--- src/rtl/regfile.sv ---
// ============================================================================
// regfile -- multi-entry register file with a hardware clear sequencer
//
// Purpose:
//   General-purpose register store for the CPU. Writeback uses the single
//   synchronous write port. Decode uses the two combinational read ports.
//   A clear sequencer zeroes every entry, one entry per clock, on request.
//
// Parameters:
//   WIDTH    : data width of each entry in bits
//   ADDR_W   : address width; DEPTH = 2**ADDR_W entries
//   ZERO_REG : 1 = entry 0 is hardwired to zero (not stored),
//              0 = entry 0 is an ordinary register
//
// Configuration macro:
//   REGFILE_BYPASS_EN : when defined, a write that is accepted in a cycle is
//                       forwarded combinationally to any read port that
//                       addresses the same entry in that cycle. This does not
//                       apply to hardwired entry 0 or during a clear.
//                       When undefined, a read during a same-address write
//                       returns the old value until the clock edge.
//
// Ports:
//   clk      in   system clock; all state updates on the rising edge
//   rst      in   asynchronous active-high reset
//   we       in   write enable, sampled on the rising edge
//   waddr    in   write address   [ADDR_W]
//   wdata    in   write data      [WIDTH]
//   raddr_a  in   read port A address
//   rdata_a  out  read port A data (combinational)
//   raddr_b  in   read port B address
//   rdata_b  out  read port B data (combinational)
//   clr      in   single-cycle request to start the clear sequence
//   busy     out  high while the clear sequence runs; writes are ignored
// ============================================================================
module regfile #(
   parameter int WIDTH    = 8,
   parameter int ADDR_W   = 3,
   parameter int ZERO_REG = 1
) (
   input  logic              clk,
   input  logic              rst,
   input  logic              we,
   input  logic [ADDR_W-1:0] waddr,
   input  logic [WIDTH-1:0]  wdata,
   input  logic [ADDR_W-1:0] raddr_a,
   output logic [WIDTH-1:0]  rdata_a,
   input  logic [ADDR_W-1:0] raddr_b,
   output logic [WIDTH-1:0]  rdata_b,
   input  logic              clr,
   output logic              busy
);

   localparam int                DEPTH    = 1 << ADDR_W;
   localparam logic [ADDR_W-1:0] LAST_IDX = ADDR_W'(DEPTH - 1);

   typedef enum logic {
      IDLE  = 1'b0,
      CLEAR = 1'b1
   } state_t;

   state_t            state_reg;
   state_t            state_next;
   logic [ADDR_W-1:0] cnt_reg;
   logic [ADDR_W-1:0] cnt_next;

   // A write is accepted only from IDLE when no clear is being requested in
   // the same cycle, so clr always wins over we.
   logic              wr_go;

   // Current contents of every entry, as seen by the read ports.
   logic [WIDTH-1:0]  entry [DEPTH];

   // ------------------------------------------------------------------------
   // Clear sequencer: state register
   // ------------------------------------------------------------------------
   always_ff @(posedge clk or posedge rst) begin
      if (rst) begin
         state_reg <= IDLE;
         cnt_reg   <= '0;
      end else begin
         state_reg <= state_next;
         cnt_reg   <= cnt_next;
      end
   end

   // ------------------------------------------------------------------------
   // Clear sequencer: next state and write qualification
   // ------------------------------------------------------------------------
   always_comb begin
      state_next = state_reg;
      cnt_next   = cnt_reg;
      wr_go      = 1'b0;
      case (state_reg)
         IDLE: begin
            if (clr) begin
               state_next = CLEAR;
               cnt_next   = '0;
            end else begin
               wr_go = we;
            end
         end
         CLEAR: begin
            // The counter wraps naturally. Leaving CLEAR is decided by
            // comparing against the last index, not by detecting overflow.
            // A clr seen here is ignored, so the sequence never restarts.
            cnt_next = cnt_reg + ADDR_W'(1);
            if (cnt_reg == LAST_IDX) begin
               state_next = IDLE;
            end
         end
         default: begin
            state_next = IDLE;
            cnt_next   = '0;
         end
      endcase
   end

   assign busy = (state_reg == CLEAR);

   // ------------------------------------------------------------------------
   // Storage: one register per entry. The asynchronous reset must zero every
   // entry at once, so the storage is built from flops rather than a RAM.
   // ------------------------------------------------------------------------
   genvar gi;
   generate
      for (gi = 0; gi < DEPTH; gi++) begin : g_entry
         if (ZERO_REG != 0 && gi == 0) begin : g_zero
            // Hardwired zero: there is no storage, so writes vanish.
            assign entry[gi] = '0;
         end else begin : g_store
            logic [WIDTH-1:0] data_reg;

            always_ff @(posedge clk or posedge rst) begin
               if (rst) begin
                  data_reg <= '0;
               end else if (busy && (cnt_reg == ADDR_W'(gi))) begin
                  data_reg <= '0;
               end else if (wr_go && (waddr == ADDR_W'(gi))) begin
                  data_reg <= wdata;
               end
            end

            assign entry[gi] = data_reg;
         end
      end
   endgenerate

   // ------------------------------------------------------------------------
   // Read ports: purely combinational, no clock latency.
   // ------------------------------------------------------------------------
   logic [ADDR_W-1:0] raddr_x [2];
   logic [WIDTH-1:0]  rdata_x [2];

   assign raddr_x[0] = raddr_a;
   assign raddr_x[1] = raddr_b;

   generate
      for (gi = 0; gi < 2; gi++) begin : g_rport
         logic [WIDTH-1:0] rd;

         always_comb begin
            rd = entry[raddr_x[gi]];
`ifdef REGFILE_BYPASS_EN
            // wr_go already excludes CLEAR and a same-cycle clr. The
            // hardwired zero entry must never show the write data.
            if (wr_go && (raddr_x[gi] == waddr) &&
                !((ZERO_REG != 0) && (waddr == '0))) begin
               rd = wdata;
            end
`endif
            // Force zero while reset is held. This keeps the outputs clean
            // even before the reset has finished propagating through the
            // storage.
            if (rst) begin
               rd = '0;
            end
         end

         assign rdata_x[gi] = rd;
      end
   endgenerate

   assign rdata_a = rdata_x[0];
   assign rdata_b = rdata_x[1];

endmodule

--- config.mk ---
export PLATFORM = sky130hd
export DESIGN_NAME = regfile
export DESIGN_NICKNAME = d
export VERILOG_FILES = /design/src/rtl/regfile.sv
export SDC_FILE = /design/constraint.sdc
export NUM_CORES = 1
export LEC_CHECK = 0
export BUFFER_PORTS_ARGS = -buffer_cell sky130_fd_sc_hd__buf_4
export CAP_MARGIN = 20
export CORE_ASPECT_RATIO = 1.5
export CORE_MARGIN = 2
export CORE_UTILIZATION = 47
export CTS_CLUSTER_DIAMETER = 40
export CTS_CLUSTER_SIZE = 12
export DETAILED_ROUTE_END_ITERATION = 8
export PLACE_DENSITY = 0.66
export SETUP_SLACK_MARGIN = 0.05
export SLEW_MARGIN = 25
export SYNTH_ARGS = -nofsm -noshare
export SYNTH_HDL_FRONTEND = slang
export SYNTH_SLANG_ARGS = --single-unit
--- constraint.sdc ---
create_clock -name clk -period 10 [get_ports clk]
set_clock_uncertainty 0.15 [all_clocks]
set_input_delay 2 -clock clk [delete_from_list [all_inputs] [get_ports clk]]
set_output_delay 2 -clock clk [all_outputs]
set_load 0.02 [all_outputs]
* After elaboration in Yosys (flattened, before gate mapping)
Index checks and enable logic that the tools add are counted.
** Operators by class
- Add/sub/neg operators :: 1
- $lt $le $gt $ge :: 2
- Eq/ne operators :: 15
- Multiplexer cells :: 29
- Bitwise logic cells :: 3
- Reduce and logical (&&, ||, !) cells :: 21
** Operators by type and width (number)
- 2-to-1 mux 8 bit :: 20
- binary-select mux 8 bit (select 3 bit) :: 2
- == test 3 bit (second input constant) :: 8
- logical AND 1 bit :: 14
- nonzero test 2 bit :: 7
- == test 3 x 2 -> 1 bit (second input constant) :: 4
- >= comparator 4 bit (second input constant) :: 2
- inverter 3 -> 4 bit :: 2
- == test 3 x 1 -> 1 bit (second input constant) :: 2
- case mux 3 bit (2 select lines) :: 1
- 2-to-1 mux 1 bit :: 4
- adder 3 x 1 -> 3 bit (second input constant) :: 1
- 2-to-1 mux 3 bit :: 1
- inequality test 2 bit (second input constant) :: 1
- case mux 1 bit (2 select lines) :: 1
- inverter 1 bit :: 1
** Storage, ports and cells
- Register bits after elaboration :: 60
- Input port bits :: 21
- Output and inout bits :: 17
- Logic and storage cells :: 80

* Depth between registers and ports, before layout
Gate-level depths: netlist of the first run.
- Depth after elaboration :: 5
- Mapped depth :: 6
- Mapped depth without buffers :: 5

* Worst setup path after synthesis of the first run
No wires, ideal clock.
- Kind :: input to output
- From :: in rst
- To :: out rdata_b[6]
- Arrival time :: 4.115 ns
- Required time :: 7.850 ns
- Path slack :: 3.735 ns
- Stages on the path :: 4
- Buffers on the path :: 1
- Cells stage by stage :: clkbuf_1 > inv_1 > o21ai_0 > a31oi_1
** On the way
- Word-level cells in the longest chain between the ends :: 1
** RTL lines
- from (decl) :: line 42 : input logic rst,
- 2-to-1 mux 8 bit :: line 175 : if (rst) begin
- to (decl) :: line 49 : output logic [WIDTH-1:0] rdata_b,
No other way between the ends.

* Final worst setup path of the first run
- From :: in raddr_a[0]
- To :: out rdata_a[1]
** On the way
- Word-level cells in the longest chain between the ends :: 5
** RTL lines
- from (decl) :: line 46 : input logic [ADDR_W-1:0] raddr_a,
- inverter 3 -> 4 bit (implied by the code) :: line 163 : rd = entry[raddr_x[gi]];
- binary-select mux 8 bit (select 3 bit) :: line 163
- 2-to-1 mux 8 bit (implied by the code) (2 in series) :: line 163
- 2-to-1 mux 8 bit :: line 175
- to (decl) :: line 47 : output logic [WIDTH-1:0] rdata_a,
No other way between the ends. The select of a mux whose other input is x is not followed.

==> impl_results.md, run 1 <==
* Reg2Reg Launch Point: busy
* Nets at just under 400
* DPL Wire Length at between 6000 and 7000 µm
* Diode count at 0
* Die area at approximately 0.0083 mm²
* Slowest CP cell: nor2b_1
* WP data arrival at approximately 3.4 ns
* Type of the worst min-delay path: reg -> reg
* Flops & latches, synth at 60
* GRT met2 Usage at 0.3743
* Met1 track demand over resource at 0.3042
* Initial Util at 0.4888
* Final Wtd Congestion at roughly 0.84
* Crit path kind: in -> out
* Mapped cell area at ~0.0036 mm²
* Number of flip-flops in the largest register at between 50 and 60
* Worst-path clk slew at ~0.06 ns
* Max rail drop VDD at around 140 µV
* Vias in the first global route at 2,722
* Routed WL at 8749 µm
* Grt ovf at 0
* Vias at between 2,000 and 3,000
* Syn Nets at between 300 and 400
* Gr busiest metal: met2
* Endpoints failing hold at 0
* Top-count cell post-synth: dfrtp_1
* Post-DR vias/cell at 5.751
* Die width at 75.02 µm
* Maxcap violations at 0
* # resized after CTS at 0
* Synth Instances at 330
* FMAX at 180.9 MHz
* CTS sink count at 60
* H-tree levels at 3
* WP buf/inv at 2
* # fillers at 670
* Main synth FF type: dfrtp_1
* Synth cell types at 30
* First-pass GRT wire length at approximately 15,000 µm
* Area leader, netlist: dfrtp_1
* Crit end category: primary output
* Post-synthesis sequential area ratio at 0.4222
* Die Ht at ~110 µm
* Number of DRC markers in iteration 0 at between 150 and 200
* Worst setup SP type: input pin
* GRT Total Usage at 0.2366
* # Post-CTS Setup Buffers at 0
* Met3 usage at 0.03285
* CP max FO at 17
* Crit path top cell by count: buf_4
* Post-synth top area share at 0.4222
* Fin crit share at 0.5527
* TritonCTS clock tree: done
* Synth area leaders: dfrtp_1 (42%), mux2i_1 (14%), mux4_2 (10%)
* Outcome: finished clean
* CP required at just under 8 ns
* Slew headroom at 0.3039
* Root Driver: clkbuf_8
* Final min period at 5.527 ns
* Hold_buf cts at 0
* Wire length per cell at 18.98 µm
* Slew of the pin with the lowest slew margin at slightly above 1 ns
* CTS Buffer Depth at 2
* Pwr Total at around 870 µW
* Num CTS Buffers at 9
* Crit-path cells: buf_4 -> nor2b_1 -> a221oi_1 -> nor3_1 -> buf_4
* Avg Cell Area, Syn at around 11 µm²
* Crit-path max cell delay at around 0.54 ns
* Worst Setup SP: raddr_a[0]
* LEAKAGE at 1.798 nW
* Drt first pass iters at 4
* Finished Core Util at 0.5568
* Core region area at between 0.007 and 0.008 mm²
* Slew Limit Fails at 0
* Min-delay src: g_entry[5].g_store.data_reg[3]
* DRC errors left at 0
* Setup-failing EPs final at 0
* Largest net degree at the start of global routing at around 60
* Site Rows at 38
* CP delay by family, top: simple AND/OR/NAND/NOR gates
* Setup ws final at about 4.5 ns
* Post-synth top cells: dfrtp_1 (60), nand2_1 (52), mux2i_1 (49)
* Layout cell share with drive strength beyond 1 at 0.2493
* PD cells at 214.0 mW/mm²
* Initial antenna violation count at 0
* Port bufs at 37
* DRT antenna net count at 0
* Area Overhead vs Synth at 13.90%
* YS warnings at 0
* RSZ-0062 raised after global routing: false
* EDFF count, synth at 0
* Num ports at 38
* FFs w/ async S/R, synth at 1.000
* Worst Setup Slack post-DPL at approximately 4.5 ns
* Worst skew pair latency at 0.34 ns
* TNS Setup at 0 ns
==> routing by layer <==
metal  vias up  routed length [µm]
li1       1249                   -
met1      1319                3593
met2        65                4541
met3        18                 312
met4         0                 302
met5         -                   0
==> worst paths after layout <==
path	cells past startpoint	end	slack, ns
min in group asynchronous	3	g_entry[1].g_store.data_reg[6]	1.82
hold / removal	2	g_entry[5].g_store.data_reg[3]	0.39
setup reg to reg	3	g_entry[4].g_store.data_reg[4]	7.62
hold reg to reg	2	g_entry[5].g_store.data_reg[3]	0.39
max in group asynchronous	3	g_entry[6].g_store.data_reg[0]	7.35
setup / recovery	5	rdata_a[1]	4.47
==> power by group <==
part | leakage (nW) | internal (mW) | total, mW | switching [mW]
registers | 0.814 | 0.318 | 0.388 | 0.0701
logic | 0.890 | 0.131 | 0.271 | 0.141
clock network | 0.0939 | 0.117 | 0.207 | 0.0906
==> cells in the final DEF, fill, tap and decap left out, types with 9 or more instances in the layout <==
master | Yosys | routed
nor2b_1 | 10 | 10
nand3_1 | 12 | 12
nand2_1 | 52 | 52
mux4_2 | 16 | 16
mux2i_1 | 49 | 49
clkbuf_8 | 0 | 10
nor3_1 | 16 | 16
dfrtp_1 | 60 | 60
a221oi_1 | 15 | 15
o21ai_0 | 9 | 9
buf_4 | 0 | 38
inv_1 | 13 | 12
mux2_2 | 17 | 17
==> logic make-up (layout without fill, tap and decap cells) <==
logic type,Yosys count,count (layout),synth area share
adders and majority gates,6,6,0.02111
and+or+nand+nor,113,113,0.1555
muxes,82,82,0.2931
buffers and inverters,34,65,0.04117
DFF,60,60,0.4222
AOI/OAI and AO/OA,35,35,0.06685
==> layout make-up <==
type / instances / area [µm²] / share of cell area
Multi-Input combinational cell: 236 / 1908 / 0.4711
Sequential cell: 60 / 1501 / 0.3707
Timing Repair Buffer: 38 / 285.3 / 0.07044
Clock buffer: 10 / 137.6 / 0.03398
Tap cell: 100 / 125.1 / 0.03089
Inverter: 14 / 52.55 / 0.01297
Clock inverter: 3 / 40.04 / 0.009886
==> stage by stage <==
stage	instances	hold WS (ns)	area, µm²
after detailed placement	448	0.3852	3872
after global placement	448	0.3737	3872
final	461	0.3938	4050
after floorplan	330	0.3584	3556
after CTS	461	0.3956	4050
after global routing	461	0.4123	4050
==> worst reg2reg max path, delay by kind of cell, from the launching register on <==
family        cells  cell delay, ns
flops             1            0.55
simple gates      2            1.34
mux               1            0.21
Note: power is estimated with default switching activity, not from simulation.
==> inputs of run 2 (changes only) <==
clock period = 5.24 ns   (was 10 ns; I/O delays follow)
==> run 2 against run 1 <==
Clock-buffer cell count is the same; non-clock buffer count did not move; via count grew 1.5%; worst hold slack hardly changed; register-to-register slack worse by 4.7 ns; sequential cell count is the same; largest cell class unchanged; wire length up 3.3%; global-route usage increased by 0.68 points; critical path depth is the same; sequential share of layout area fell by 0.11 points; clock power is 100% higher; first-iteration DRC count shrank 1.5%.
==> impl_results.md, run 2 (synthesis gave the netlist of run 1 again) <==
* Outcome: finished clean (unchanged)
* CP required at 4.04 ns (was 7.85 ns)
* Core region area at 0.007274 mm² (unchanged)
* # Post-CTS Setup Buffers at 0 (unchanged)
* TNS Setup at 0 ns (unchanged)
* Number of flip-flops in the largest register at 56 (unchanged)
* Initial antenna violation count at 0 (unchanged)
* Root Driver: clkbuf_8 (unchanged)
* Maxcap violations at 0 (unchanged)
* Wire length per cell at 19.51 µm (was 18.98 µm)
* Sw Pwr at 602.0 µW (was 301.4 µW)
* Setup-failing EPs final at 0 (unchanged)
* Initial Util at 0.4888 (unchanged)
* Post-route cell area at 0.004063 mm² (was 0.004050 mm²)
* CP max FO at 17 (unchanged)
* PD cells at 414.9 mW/mm² (was 214.0 mW/mm²)
* Port bufs at 37 (unchanged)
* TritonCTS clock tree: done (unchanged)
* Most common cell after layout, fill and taps aside: dfrtp_1 (unchanged)
* Worst setup SP type: input pin (unchanged)
* Slew headroom at 0.3792 (was 0.3039)
* Area Overhead vs Synth at 14.25% (was 13.90%)
* Slew of the pin with the lowest slew margin at 0.9240 ns (was 1.036 ns)
* Hold Path Stages at 2 (unchanged)
* WP data arrival at 2.48 ns (was 3.38 ns)
* Diode count at 0 (unchanged)
* Routed WL at 9035 µm (was 8749 µm)
* Vias in the first global route at 2,800 (was 2,722)
* Switching Share at 0.3572 (was 0.3478)
* DRT antenna net count at 0 (unchanged)
* # resized after CTS at 0 (unchanged)
* Combinational Power Share at 0.310 (was 0.313)
* Die Ht at 110.5 µm (unchanged)
* CTS Buffer Depth at 2 (unchanged)
* Slew Limit Fails at 0 (unchanged)
* Seq pwr share at 0.441 (was 0.448)
* Final min period at about 3.7 ns
* First-pass GRT wire length at 15,000 µm (was 14,550 µm)
* Crit end category: primary output (unchanged)
* Grt ovf at 0 (unchanged)
* Vias at 2,691 (was 2,651)
* Crit path kind: in -> out (unchanged)
* Post-DR vias/cell at 5.812 (was 5.751)
* Drt first pass iters at 4 (unchanged)
* Fin crit share at 0.7015
* Max rail drop VDD at 243.0 µV (was 141.8 µV)
* LEAKAGE at 1.802 nW (was 1.798 nW)
* RSZ-0062 raised after global routing: false (unchanged)
* FMAX at between 200 and 300 MHz
* Number of DRC markers in iteration 0 at 195 (was 198)
* Endpoints failing hold at 0 (unchanged)
* GRT Total Usage at 0.2434 (was 0.2366)
* Hold_buf cts at 0 (unchanged)
* Num CTS Buffers at 9 (unchanged)
* CTS sink count at 60 (unchanged)
* Die width at 75.02 µm (unchanged)
* DPL Wire Length at 6541 µm (was 6516 µm)
* Nets at 386 (unchanged)
* Int Pwr at 1.084 mW (was 565.1 µW)
* Type of the worst min-delay path: reg -> reg (unchanged)
* H-tree levels at 3 (unchanged)
* Site Rows at 38 (unchanged)
* Worst skew pair latency at 0.35 ns (was 0.34 ns)
* Largest net degree at the start of global routing at 61 (unchanged)
* Commonest cells after routing, fill and taps aside: dfrtp_1 (60), nand2_1 (52), mux2i_1 (49), buf_4 (38), mux2_2 (17) (unchanged)
* Layout cell share with drive strength beyond 1 at 0.2534 (was 0.2493)
* R2R cell count at 3 (unchanged)
* Worst-path clk slew at 0.07 ns (was 0.06 ns)
* DRC errors left at 0 (unchanged)
* Fin cells at 463 (was 461)
* Clock Power Share at 0.249 (was 0.239)
* DP Area at 0.003872 mm² (unchanged)
* Die area at 0.008292 mm² (unchanged)
* Num ports at 38 (unchanged)
* Hold_ws at 0.3939 ns (was 0.3938 ns)
* Final Wtd Congestion at 0.8539 (was 0.8403)
* Dpl cells at 448 (unchanged)
run 2: final cells by class:
type	instances	area [µm²]
repair buffers	38	285.3
flip-flops and latches	60	1501
multi-input cells	236	1908
clock buffers	10	137.6
inverters	14	52.55
well taps	100	125.1
clock inverters	5	52.55
fillers	665	3212
run 2: per-layer routing:
metal / up-vias / routed length [µm] / GRT usage / share of wire
met2: 59 / 4581 / 0.3807 / 0.51
met4: 0 / 306 / 0.1143 / 0.034
met1: 1356 / 3883 / 0.3196 / 0.43
met5: - / 0 / 0 / 0
li1: 1257 / - / - / -
met3: 19 / 263 / 0.04380 / 0.029
run 2: worst paths after layout:
path,from,endpoint,slack [ns]
max,raddr_a[0],rdata_a[2],1.56
min in group asynchronous,rst,g_entry[1].g_store.data_reg[6],0.86
max reg2reg,busy,g_entry[4].g_store.data_reg[4],2.88
max in group asynchronous,rst,g_entry[2].g_store.data_reg[0],3.54
min reg2reg,g_entry[2].g_store.data_reg[5],g_entry[2].g_store.data_reg[5],0.39
min,g_entry[2].g_store.data_reg[5],g_entry[2].g_store.data_reg[5],0.39
run 2: worst max-delay path, cell delays in order:
cell,delay [ns]
buf_4,0.24
nor2b_1,0.56
a221oi_1,0.19
nor3_1,0.23
buf_4,0.19
run 2: through the flow:
step                      power, mW  worst slack [ns]    util
after floorplan               1.106            0.8792       -
after global placement        1.242             1.594  0.5323
after detailed placement      1.272             1.571  0.5323
after CTS                     1.695             1.554  0.5585
after global routing          1.808             1.411  0.5585
final                         1.686             1.564  0.5585
run 2: power by group through the flow:
stage               Combinational, mW  Sequential [mW]  Clock [mW]
floorplan                       0.413            0.693           0
global placement                0.505            0.737           0
detailed placement              0.522            0.750           0
CTS                             0.528            0.741       0.426
global route                    0.590            0.767       0.450
finish                          0.522            0.744       0.420
==> inputs of run 3 (changes only) <==
clock period = 3.6 ns   (was 5.24 ns; I/O delays follow)
==> run 3 against run 2 <==
Wire length is 4.0% lower; die area stayed put; clock-buffer cell count is 3 higher; utilization is 1.2 points higher; global-route usage is 0.92 points lower; register-to-register slack worse by 1.6 ns; highest routed layer unchanged; sequential power is 44% higher; largest cell class unchanged.
==> impl_results.md, run 3 (synthesis gave the netlist of run 1 again) <==
* # Post-CTS Setup Buffers at 0 (unchanged)
* Nets at 387 (was 386)
* Area Overhead vs Synth at 16.78% (was 14.25%)
* Num ports at 38 (unchanged)
* Maxcap violations at 0 (unchanged)
* LEAKAGE at 1.841 nW (was 1.802 nW)
* Diode count at 0 (unchanged)
* Die area at 0.008292 mm² (unchanged)
* TritonCTS clock tree: done (unchanged)
* TNS Setup at 0 ns (unchanged)
* Worst skew pair latency at 0.34 ns (was 0.35 ns)
* Gr busiest metal: met2 (unchanged)
* Number of DRC markers in iteration 0 at 230 (was 195)
* Wire length per cell at 18.65 µm (was 19.51 µm)
* Initial Util at 0.4888 (unchanged)
* Vias at 2,641 (was 2,691)
* Final Wtd Congestion at 0.8817 (was 0.8539)
* Hold_ws at 0.3903 ns (was 0.3939 ns)
* GRT Total Usage at 0.2342 (was 0.2434)
* GRT met2 Usage at 0.3713 (was 0.3807)
* Num CTS Buffers at 9 (unchanged)
* DRC errors left at 0 (unchanged)
* R2R cell count at 3 (unchanged)
* Slew headroom at 0.4833 (was 0.3792)
* Reg2Reg Launch Point: busy (unchanged)
* WP data arrival at 2.18 ns (was 2.48 ns)
* RSZ-0062 raised after global routing: false (unchanged)
* Crit path kind: in -> out (unchanged)
* Min-delay src: g_entry[5].g_store.data_reg[3] (was g_entry[2].g_store.data_reg[5])
* Reg-to-Reg End: g_entry[4].g_store.data_reg[7] (was g_entry[4].g_store.data_reg[4])
* Max rail drop VDD at 329.7 µV (was 243.0 µV)
* CP required at 2.73 ns (was 4.04 ns)
* Grt ovf at 0 (unchanged)
* Commonest cells after routing, fill and taps aside: dfrtp_1 (60), nand2_1 (52), mux2i_1 (49), buf_4 (39), mux2_2 (17) (was dfrtp_1 (60), nand2_1 (52), mux2i_1 (49), buf_4 (38), mux2_2 (17))
* Slew of the pin with the lowest slew margin at 0.7750 ns (was 0.9240 ns)
* Site Rows at 38 (unchanged)
* Setup-failing EPs final at 0 (unchanged)
* Worst Hold Endpoint: g_entry[5].g_store.data_reg[3] (was g_entry[2].g_store.data_reg[5])
* Die width at 75.02 µm (unchanged)
* Hold_buf cts at 0 (unchanged)
* Core region area at 0.007274 mm² (unchanged)
* Area of all sequential standard cells at 0.001501 mm² (unchanged)
* Fin crit share at 0.8478
* Port bufs at 37 (unchanged)
* CP max FO at 17 (unchanged)
* Post-route cell area at 0.004153 mm² (was 0.004063 mm²)
* PD cells at 633.4 mW/mm² (was 414.9 mW/mm²)
* Endpoints failing hold at 0 (unchanged)
* Initial antenna violation count at 0 (unchanged)
* Root Driver: clkbuf_8 (unchanged)
* Area of the multi-input gates at 0.001908 mm² (unchanged)
* Routed WL at 8671 µm (was 9035 µm)
* Largest net degree at the start of global routing at 61 (unchanged)
* Outcome: finished clean (unchanged)
* FMAX at roughly 330 MHz
* Die Ht at 110.5 µm (unchanged)
* Register-to-register setup slack at 1.24 ns (was 2.88 ns)
* Met1 track demand over resource at 0.3045 (was 0.3196)
* DRT antenna net count at 0 (unchanged)
* Fin cells at 465 (was 463)
* Post-DR vias/cell at 5.680 (was 5.812)
* DPL Wire Length at 6423 µm (was 6541 µm)
* # fillers at 661 (was 665)
* Dpl cells at 449 (was 448)
* First-pass GRT wire length at 14,600 µm (was 15,000 µm)
* Drt first pass iters at 4 (unchanged)
* Final min period at 3.052 ns
* Layout cell share with drive strength beyond 1 at 0.2575 (was 0.2534)
* Number of flip-flops in the largest register at 56 (unchanged)
* Vias in the first global route at 2,748 (was 2,800)
* Type of the worst min-delay path: reg -> reg (unchanged)
* Worst-path clk slew at 0.07 ns (about the same)
* CTS sink count at 60 (unchanged)
* Crit end category: primary output (unchanged)
* # resized after CTS at 0 (unchanged)
* DP Area at 0.003884 mm² (was 0.003872 mm²)
* H-tree levels at 3 (unchanged)
* Most common cell after layout, fill and taps aside: dfrtp_1 (unchanged)
* CTS Buffer Depth at 2 (unchanged)
* Slew Limit Fails at 0 (unchanged)
* Worst setup SP type: input pin (unchanged)
* Met3 usage at 0.04106 (was 0.04380)
* Hold Path Stages at 2 (unchanged)
run 3: cell type report:
| class | instances | area share |
|---|---|---|
| Timing Repair Buffer | 39 | 0.07050 |
| Clock inverter | 3 | 0.02169 |
| Sequential cell | 60 | 0.3616 |
| Clock buffer | 13 | 0.04309 |
| Inverter | 14 | 0.01356 |
| Tap cell | 100 | 0.03013 |
| Multi-Input combinational cell | 236 | 0.4595 |
run 3: stage by stage:
stage / utilization / total power, mW / setup WS, ns
6_report: 0.5709 / 2.630 / 0.5478
4_1_cts: 0.5709 / 2.649 / 0.5810
3_5_place_dp: 0.5339 / 1.846 / 0.5857
3_3_place_gp: 0.5339 / 1.807 / 0.6285
2_1_floorplan: - / 1.610 / 0.4392
5_1_grt: 0.5709 / 2.802 / 0.4745
run 3: worst max-delay path by stage:
stage,startpoint,to,cells after the start
after floorplan,rst,rdata_b[6],4
after global placement,raddr_a[0],rdata_a[4],5
after detailed placement,raddr_a[0],rdata_a[1],5
after CTS,raddr_a[0],rdata_a[1],5
after global routing,raddr_a[0],rdata_a[2],5
final,raddr_a[0],rdata_a[1],5
run 3: per-layer routing:
layer	share of wire	wire (µm)
met2	0.52	4470
met5	0	0
met4	0.025	219
met1	0.42	3684
met3	0.034	297
run 3: report_power, final:
| group | total (mW) | switching [mW] | internal, mW |
|---|---|---|---|
| Sequential | 1.07 | 0.184 | 0.883 |
| Clock | 0.801 | 0.266 | 0.536 |
| Combinational | 0.762 | 0.397 | 0.365 |
| Total | 2.63 | 0.847 | 1.78 |
run 3: critical path, stage by stage:
cell and delay (ns):
buf_4 0.25, nor2b_1 0.58, a221oi_1 0.17, nor3_1 0.26, buf_4 0.20
